$ cat src/rtl/sanity_keepalive_if.sv
// Keep-alive control/status bundle between host-side logic and sanity_keepalive.
// Latency: none, plain wires.
// Backpressure: none; the heartbeat is a one-tick strobe and status is level-valued.
interface sanity_keepalive_if #(
  parameter int KCW = 8
) ();

  // Host -> scheduler
  logic [2:0]     sanity;      // timeout code; [1:0] selects 1/4/16/64 ticks, [2] selects tick rate
  logic           ena_req;     // software enable for sanity supervision
  logic           alive;       // heartbeat strobe, one sanity_clk tick wide

  // Scheduler -> timer / host
  logic           tim_ena;     // sanity timer enable; low holds the timer in restart
  logic           warn;        // expiry imminent
  logic           expired;     // sticky timeout flag
  logic [KCW-1:0] kick_count;  // restarts issued since leaving OFF
  logic [6:0]     remaining;   // mirrored ticks left before the timer fires

  modport master (
    output sanity, ena_req, alive,
    input  tim_ena, warn, expired, kick_count, remaining
  );

  modport slave (
    input  sanity, ena_req, alive,
    output tim_ena, warn, expired, kick_count, remaining
  );

endinterface

$ cat src/rtl/sanity_keepalive.sv
// Turns host heartbeats into sanity-timer restart pulses and mirrors the countdown.
// Latency: every output is registered, one sanity_clk after the inputs that cause it.
// Backpressure: none; heartbeats arriving while a restart is in progress are dropped.
module sanity_keepalive #(
  parameter int MARGIN        = 1,  // warn while remaining <= MARGIN in RUN
  parameter int RESTART_TICKS = 1,  // ticks tim_ena is held low per restart, 1..7
  parameter int KCW           = 8   // kick_count width, saturating
) (
  input  logic             reset,
  input  logic             sanity_clk,
  sanity_keepalive_if.slave bus
);

  // FSM encoding kept as plain constants so it matches the older timer logic.
  localparam logic [1:0] ST_OFF     = 2'd0;
  localparam logic [1:0] ST_RUN     = 2'd1;
  localparam logic [1:0] ST_KICK    = 2'd2;
  localparam logic [1:0] ST_EXPIRED = 2'd3;

  localparam logic [6:0]     MARGIN_W = 7'(MARGIN);
  localparam logic [2:0]     RT_W     = 3'(RESTART_TICKS);
  localparam logic [KCW-1:0] KICK_MAX = {KCW{1'b1}};

  // Registered state
  logic [1:0]     state_q, state_d;
  logic [6:0]     n_lim_q, n_lim_d;   // timeout length latched on OFF->RUN
  logic [6:0]     rem_q,   rem_d;
  logic [KCW-1:0] kick_q,  kick_d;
  logic [2:0]     rcnt_q,  rcnt_d;    // ticks left in the current restart pulse
  logic           tim_q,   tim_d;
  logic           warn_q,  warn_d;
  logic           exp_q,   exp_d;

  // Timeout length for the current code; bit 2 only changes the tick rate of
  // sanity_clk itself, so the tick count does not depend on it.
  logic [6:0] n_sel;
  logic       unused_tick_scale;
  assign unused_tick_scale = bus.sanity[2];

  // Decode the timeout code into a tick count.
  always_comb begin
    n_sel = 7'd1;
    case (bus.sanity[1:0])
      2'b00:   n_sel = 7'd1;
      2'b01:   n_sel = 7'd4;
      2'b10:   n_sel = 7'd16;
      default: n_sel = 7'd64;
    endcase
  end

  // Next-state logic; dropping ena_req overrides everything else.
  always_comb begin
    state_d = state_q;
    n_lim_d = n_lim_q;
    rem_d   = rem_q;
    kick_d  = kick_q;
    rcnt_d  = rcnt_q;
    tim_d   = tim_q;
    exp_d   = exp_q;

    if (!bus.ena_req) begin
      // kick_count deliberately survives so software can read it after disabling
      state_d = ST_OFF;
      tim_d   = 1'b0;
      exp_d   = 1'b0;
      rem_d   = 7'd0;
      rcnt_d  = 3'd0;
    end else begin
      case (state_q)
        ST_OFF: begin
          state_d = ST_RUN;
          n_lim_d = n_sel;
          rem_d   = n_sel;
          kick_d  = '0;
          tim_d   = 1'b1;
          exp_d   = 1'b0;
        end
        ST_RUN: begin
          tim_d = 1'b1;
          // A heartbeat on the last tick still rescues the timer.
          if (bus.alive) begin
            state_d = ST_KICK;
            tim_d   = 1'b0;
            rcnt_d  = RT_W;
            if (kick_q != KICK_MAX) begin
              kick_d = kick_q + KCW'(1);
            end
          end else if (rem_q <= 7'd1) begin
            state_d = ST_EXPIRED;
            rem_d   = 7'd0;
            exp_d   = 1'b1;
          end else begin
            rem_d = rem_q - 7'd1;
          end
        end
        ST_KICK: begin
          // remaining holds its pre-kick value until the timer is released
          tim_d = 1'b0;
          if (rcnt_q <= 3'd1) begin
            state_d = ST_RUN;
            rem_d   = n_lim_q;
            tim_d   = 1'b1;
            rcnt_d  = 3'd0;
          end else begin
            rcnt_d = rcnt_q - 3'd1;
          end
        end
        ST_EXPIRED: begin
          // Timer has fired: let it run, ignore heartbeats until software disables.
          tim_d = 1'b1;
          exp_d = 1'b1;
          rem_d = 7'd0;
        end
        default: begin
          state_d = ST_OFF;
          tim_d   = 1'b0;
          exp_d   = 1'b0;
          rem_d   = 7'd0;
        end
      endcase
    end

    warn_d = (state_d == ST_RUN) && (rem_d <= MARGIN_W);
  end

  // State and output registers with asynchronous clear.
  always_ff @(posedge sanity_clk or posedge reset) begin
    if (reset) begin
      state_q <= ST_OFF;
      n_lim_q <= 7'd0;
      rem_q   <= 7'd0;
      kick_q  <= '0;
      rcnt_q  <= 3'd0;
      tim_q   <= 1'b0;
      warn_q  <= 1'b0;
      exp_q   <= 1'b0;
    end else begin
      state_q <= state_d;
      n_lim_q <= n_lim_d;
      rem_q   <= rem_d;
      kick_q  <= kick_d;
      rcnt_q  <= rcnt_d;
      tim_q   <= tim_d;
      warn_q  <= warn_d;
      exp_q   <= exp_d;
    end
  end

  assign bus.tim_ena    = tim_q;
  assign bus.warn       = warn_q;
  assign bus.expired    = exp_q;
  assign bus.kick_count = kick_q;
  assign bus.remaining  = rem_q;

endmodule
$ cat src/flat_wrapper.sv
// flat-port wrapper written by rule: the top's interface ports become plain ports
module sanity_keepalive_flat 
#(
  parameter int MARGIN        = 1,                                          
  parameter int RESTART_TICKS = 1,                                                
  parameter int KCW           = 8                                  
)
  (reset, sanity_clk, bus_sanity, bus_ena_req, bus_alive, bus_tim_ena, bus_warn, bus_expired, bus_kick_count, bus_remaining);
  sanity_keepalive_if #(.KCW(KCW)) bus_i ();
  input  logic reset;
  input  logic sanity_clk;
  input wire logic [$bits(bus_i.sanity)-1:0] bus_sanity;
  input wire logic [$bits(bus_i.ena_req)-1:0] bus_ena_req;
  input wire logic [$bits(bus_i.alive)-1:0] bus_alive;
  output wire logic [$bits(bus_i.tim_ena)-1:0] bus_tim_ena;
  output wire logic [$bits(bus_i.warn)-1:0] bus_warn;
  output wire logic [$bits(bus_i.expired)-1:0] bus_expired;
  output wire logic [$bits(bus_i.kick_count)-1:0] bus_kick_count;
  output wire logic [$bits(bus_i.remaining)-1:0] bus_remaining;
  assign bus_i.sanity = bus_sanity;
  assign bus_i.ena_req = bus_ena_req;
  assign bus_i.alive = bus_alive;
  assign bus_tim_ena = bus_i.tim_ena;
  assign bus_warn = bus_i.warn;
  assign bus_expired = bus_i.expired;
  assign bus_kick_count = bus_i.kick_count;
  assign bus_remaining = bus_i.remaining;
  sanity_keepalive #(.MARGIN(MARGIN), .RESTART_TICKS(RESTART_TICKS), .KCW(KCW)) u_core (.reset(reset), .sanity_clk(sanity_clk), .bus(bus_i));
endmodule
$ cat config.mk
export PLATFORM = sky130hd
export DESIGN_NAME = sanity_keepalive_flat
export DESIGN_NICKNAME = d
export VERILOG_FILES = /design/src/rtl/sanity_keepalive_if.sv /design/src/rtl/sanity_keepalive.sv /design/src/flat_wrapper.sv
export SDC_FILE = /design/constraint.sdc
export NUM_CORES = 1
export LEC_CHECK = 0
export CAP_MARGIN = 20
export CORE_ASPECT_RATIO = 1.2
export CORE_MARGIN = 4
export CORE_UTILIZATION = 55
export DETAILED_ROUTE_END_ITERATION = 8
export GPL_TIMING_DRIVEN = 0
export PLACE_DENSITY = 0.83
export SLEW_MARGIN = 25
export SYNTH_ARGS = -nofsm -noshare
export SYNTH_HDL_FRONTEND = slang
export SYNTH_SLANG_ARGS = --single-unit
export TNS_END_PERCENT = 100
$ cat constraint.sdc
create_clock -name sanity_clk -period 4.85 [get_ports sanity_clk]
set_clock_uncertainty 0.1 [all_clocks]
set_input_delay 1.2125 -clock sanity_clk [delete_from_list [all_inputs] [get_ports sanity_clk]]
set_output_delay 1.2125 -clock sanity_clk [all_outputs]
set_load 0.02 [all_outputs]
==> reports/metrics.csv <==
metric,value,unit
outcome,"complete, no violations",
wirelength,4190,µm
drc_errors,0,
synthTopCellsByArea,"dfrtp_1 (41%), ha_1 (6.8%), o21ai_0 (6.4%)",
rows,21,
dpl.cell_count,238,
clock_latency,0.34,ns
cts_hold_buf,0,
first_iter_violations,93,
yosys_warnings,0,
hold_ws,0.413,ns
io_pins,25,
rrSetupSlack,2.15,ns
cts_resized,0,
syn-num-nets,199,
r2r_cells,6,
antenna_cells,0,
start_kind,flip-flop,
grt_pass1_wl,7070,µm
place_congestion,0.898,
clkPwrFrac,9.8,%
cts.clk_slew.worst_paths,0.14,ns
irDropWorstVdd,0.000322,V
power_density,541,nW/µm²
syn_inst,183,
worstReg2RegEnd,u_core.bus.warn,
dieArea,3940,µm²
synth_most_common_cell,dfrtp_1,
fillers,246,
min_path_cells,2,
vias,1561,
first_pass_iters,4,
synth.yosys.seq_area_share,40.9,%
cp-end-kind,output pin,
timing.critical_path.buf_inv,1,
seqPwrFrac,34.6,%
cp_max_fo,7,
cp_slowest_cell,clkdlybuf4s50_1,
p_leak,0.000797,µW
die_w,58.0,µm
vias_per_cell,6.45,
port-buffer-count,21,
fp.dieH,68.0,µm
cts_tree,done,
setup_tns,0,ns
track_usage,23.1,%
worst_path_largest_cell_delay,0.67,ns
slew_headroom,41.8,%
post-route-util,68.0,%
core,2840,µm²
switching_power,473,µW
fmax,353,MHz
grt_overflow,0,
setup_slack,2.01,ns
synth_commonest_cells,"dfrtp_1 (27), nand2_1 (23), o21ai_0 (21)",
post_cts_buffers,0,
grt_pass1_vias,1544,
hold_violations,0,
arrival,1.52,ns
drv_cap,0,
worst_slew_pin_slew,0.871,ns
rsz0062_at_grt,no,
power_frac_comb,55.7,%
pre_cts_slack,1.86,ns
start_util,58.2,%
ant_nets,0,
syn_avg_cell_area,9.02,µm²
period_minus_slack,2.84,ns
worstHoldEndpoint,u_core.n_lim_q[2],
cp_top_family,buffers and inverters,
numClockSinks,27,
htree_num_levels,1,
layout.cells.non_filler,242,
min_from,u_core.n_lim_q[2],
layout.nets,225,
ys_seq_elements,27,
rr_startpoint,u_core.state_q[0],
mappedNetlistArea,1650,µm²
p_int,571,µW
grt_max_degree,28,
synth_top_cell_by_area,dfrtp_1,
cp_cell_sequence,clkdlybuf4s50_1,
cts_made_buffers,3,
final_layout_size_suffix_gt1_share,5.29,%
synth_ff_type,dfrtp_1,
path_class,flip-flop to output pin,
clock_path_buffers,2,
synthDominantCellAreaShare,40.9,%
min_period_over_period,58.5,%
area_growth,16.9,%
antenna_found_initial,0,
dp_hpwl,3090,µm
synth_edf_count,0,
root_buffer,clkbuf_4,
cp.required,3.54,ns
finalSetupViolCount,0,
slew_viol_final,0,
wl_per_cell,17.3,µm
p_sw_share,45.3,%
min_path_type,flip-flop to flip-flop,
ys_types,39,
synthArstFlopShare,100,%
worst max path at each step:
| stage | start | end | slack [ns] | depth (start not counted) |
|---|---|---|---|---|
| after floorplan | bus_alive | u_core.bus.warn | 2.20 | 6 |
| after global placement | bus_alive | u_core.bus.warn | 1.86 | 6 |
| after detailed placement | bus_alive | u_core.bus.warn | 1.86 | 6 |
| after CTS | u_core.bus.remaining[2] | bus_remaining[2] | 2.01 | 1 |
| after global routing | u_core.state_q[1] | u_core.bus.kick_count[0] | 1.96 | 8 |
| final | u_core.bus.remaining[2] | bus_remaining[2] | 2.01 | 1 |
stage by stage:
stage | total power (µW) | area (µm²)
floorplan | 752 | 1650
global route | 1120 | 1930
finish | 1040 | 1930
global placement | 912 | 1900
detailed placement | 938 | 1900
CTS | 1040 | 1930
per-layer routing:
layer  global-route usage [%]  wire length [µm]  vias to the layer above
met4                     10.4               136                        0
met2                     41.5              2110                       68
met5                        0                 0                        -
li1                         -                 -                      720
met3                     4.15               213                       17
met1                     26.7              1720                      756
cell usage in the layout, fill, tap and decap left out, types with 5 or more instances in the layout:
master and n:
nor2_1 8, a21oi_1 9, nand2_1 23, ha_1 9, clkdlybuf4s50_1 21, o21ai_0 21, dfrtp_1 27, or3_1 5
clkbuf_1 6, inv_1 9, a22o_1 5, nor3_1 6
cells by family after synthesis:
family	Yosys count	synth area share (%)
AND/OR/NAND/NOR	68	22.0
AO/OA/AOI/OAI	58	23.7
multiplexers	2	1.29
adder cells (fa/ha/maj)	9	6.82
flip-flops	27	40.9
XOR/XNOR	3	1.59
buffers and inverters	16	3.64
power by group through the flow:
| stage | Sequential (µW) | Clock [µW] | Combinational (µW) |
|---|---|---|---|
| 4_1_cts | 359 | 101 | 577 |
| 5_1_grt | 370 | 112 | 643 |
| 6_report | 361 | 102 | 581 |
| 3_5_place_dp | 365 | 0 | 573 |
| 2_1_floorplan | 392 | 0 | 360 |
| 3_3_place_gp | 359 | 0 | 553 |
final cells by class:
class	count	area (µm²)	area share, %
multi-input combinational	140	915	47.4
timing repair buffer	21	210	10.9
clock buffer	4	26.3	1.36
inverter	11	41.3	2.14
buffer	5	18.8	0.973
sequential	27	676	35.0
tap	34	42.5	2.20
state kept, by name (all words and copies together) (netlist names):
signal                 flops
u_core.bus.remaining       7
u_core.rcnt_q              3
u_core.state_q             2
u_core.bus.tim_ena         1
u_core.bus.expired         1
u_core.bus.kick_count      8
u_core.n_lim_q             4
u_core.bus.warn            1
Note: power is estimated with default switching activity, not from simulation.
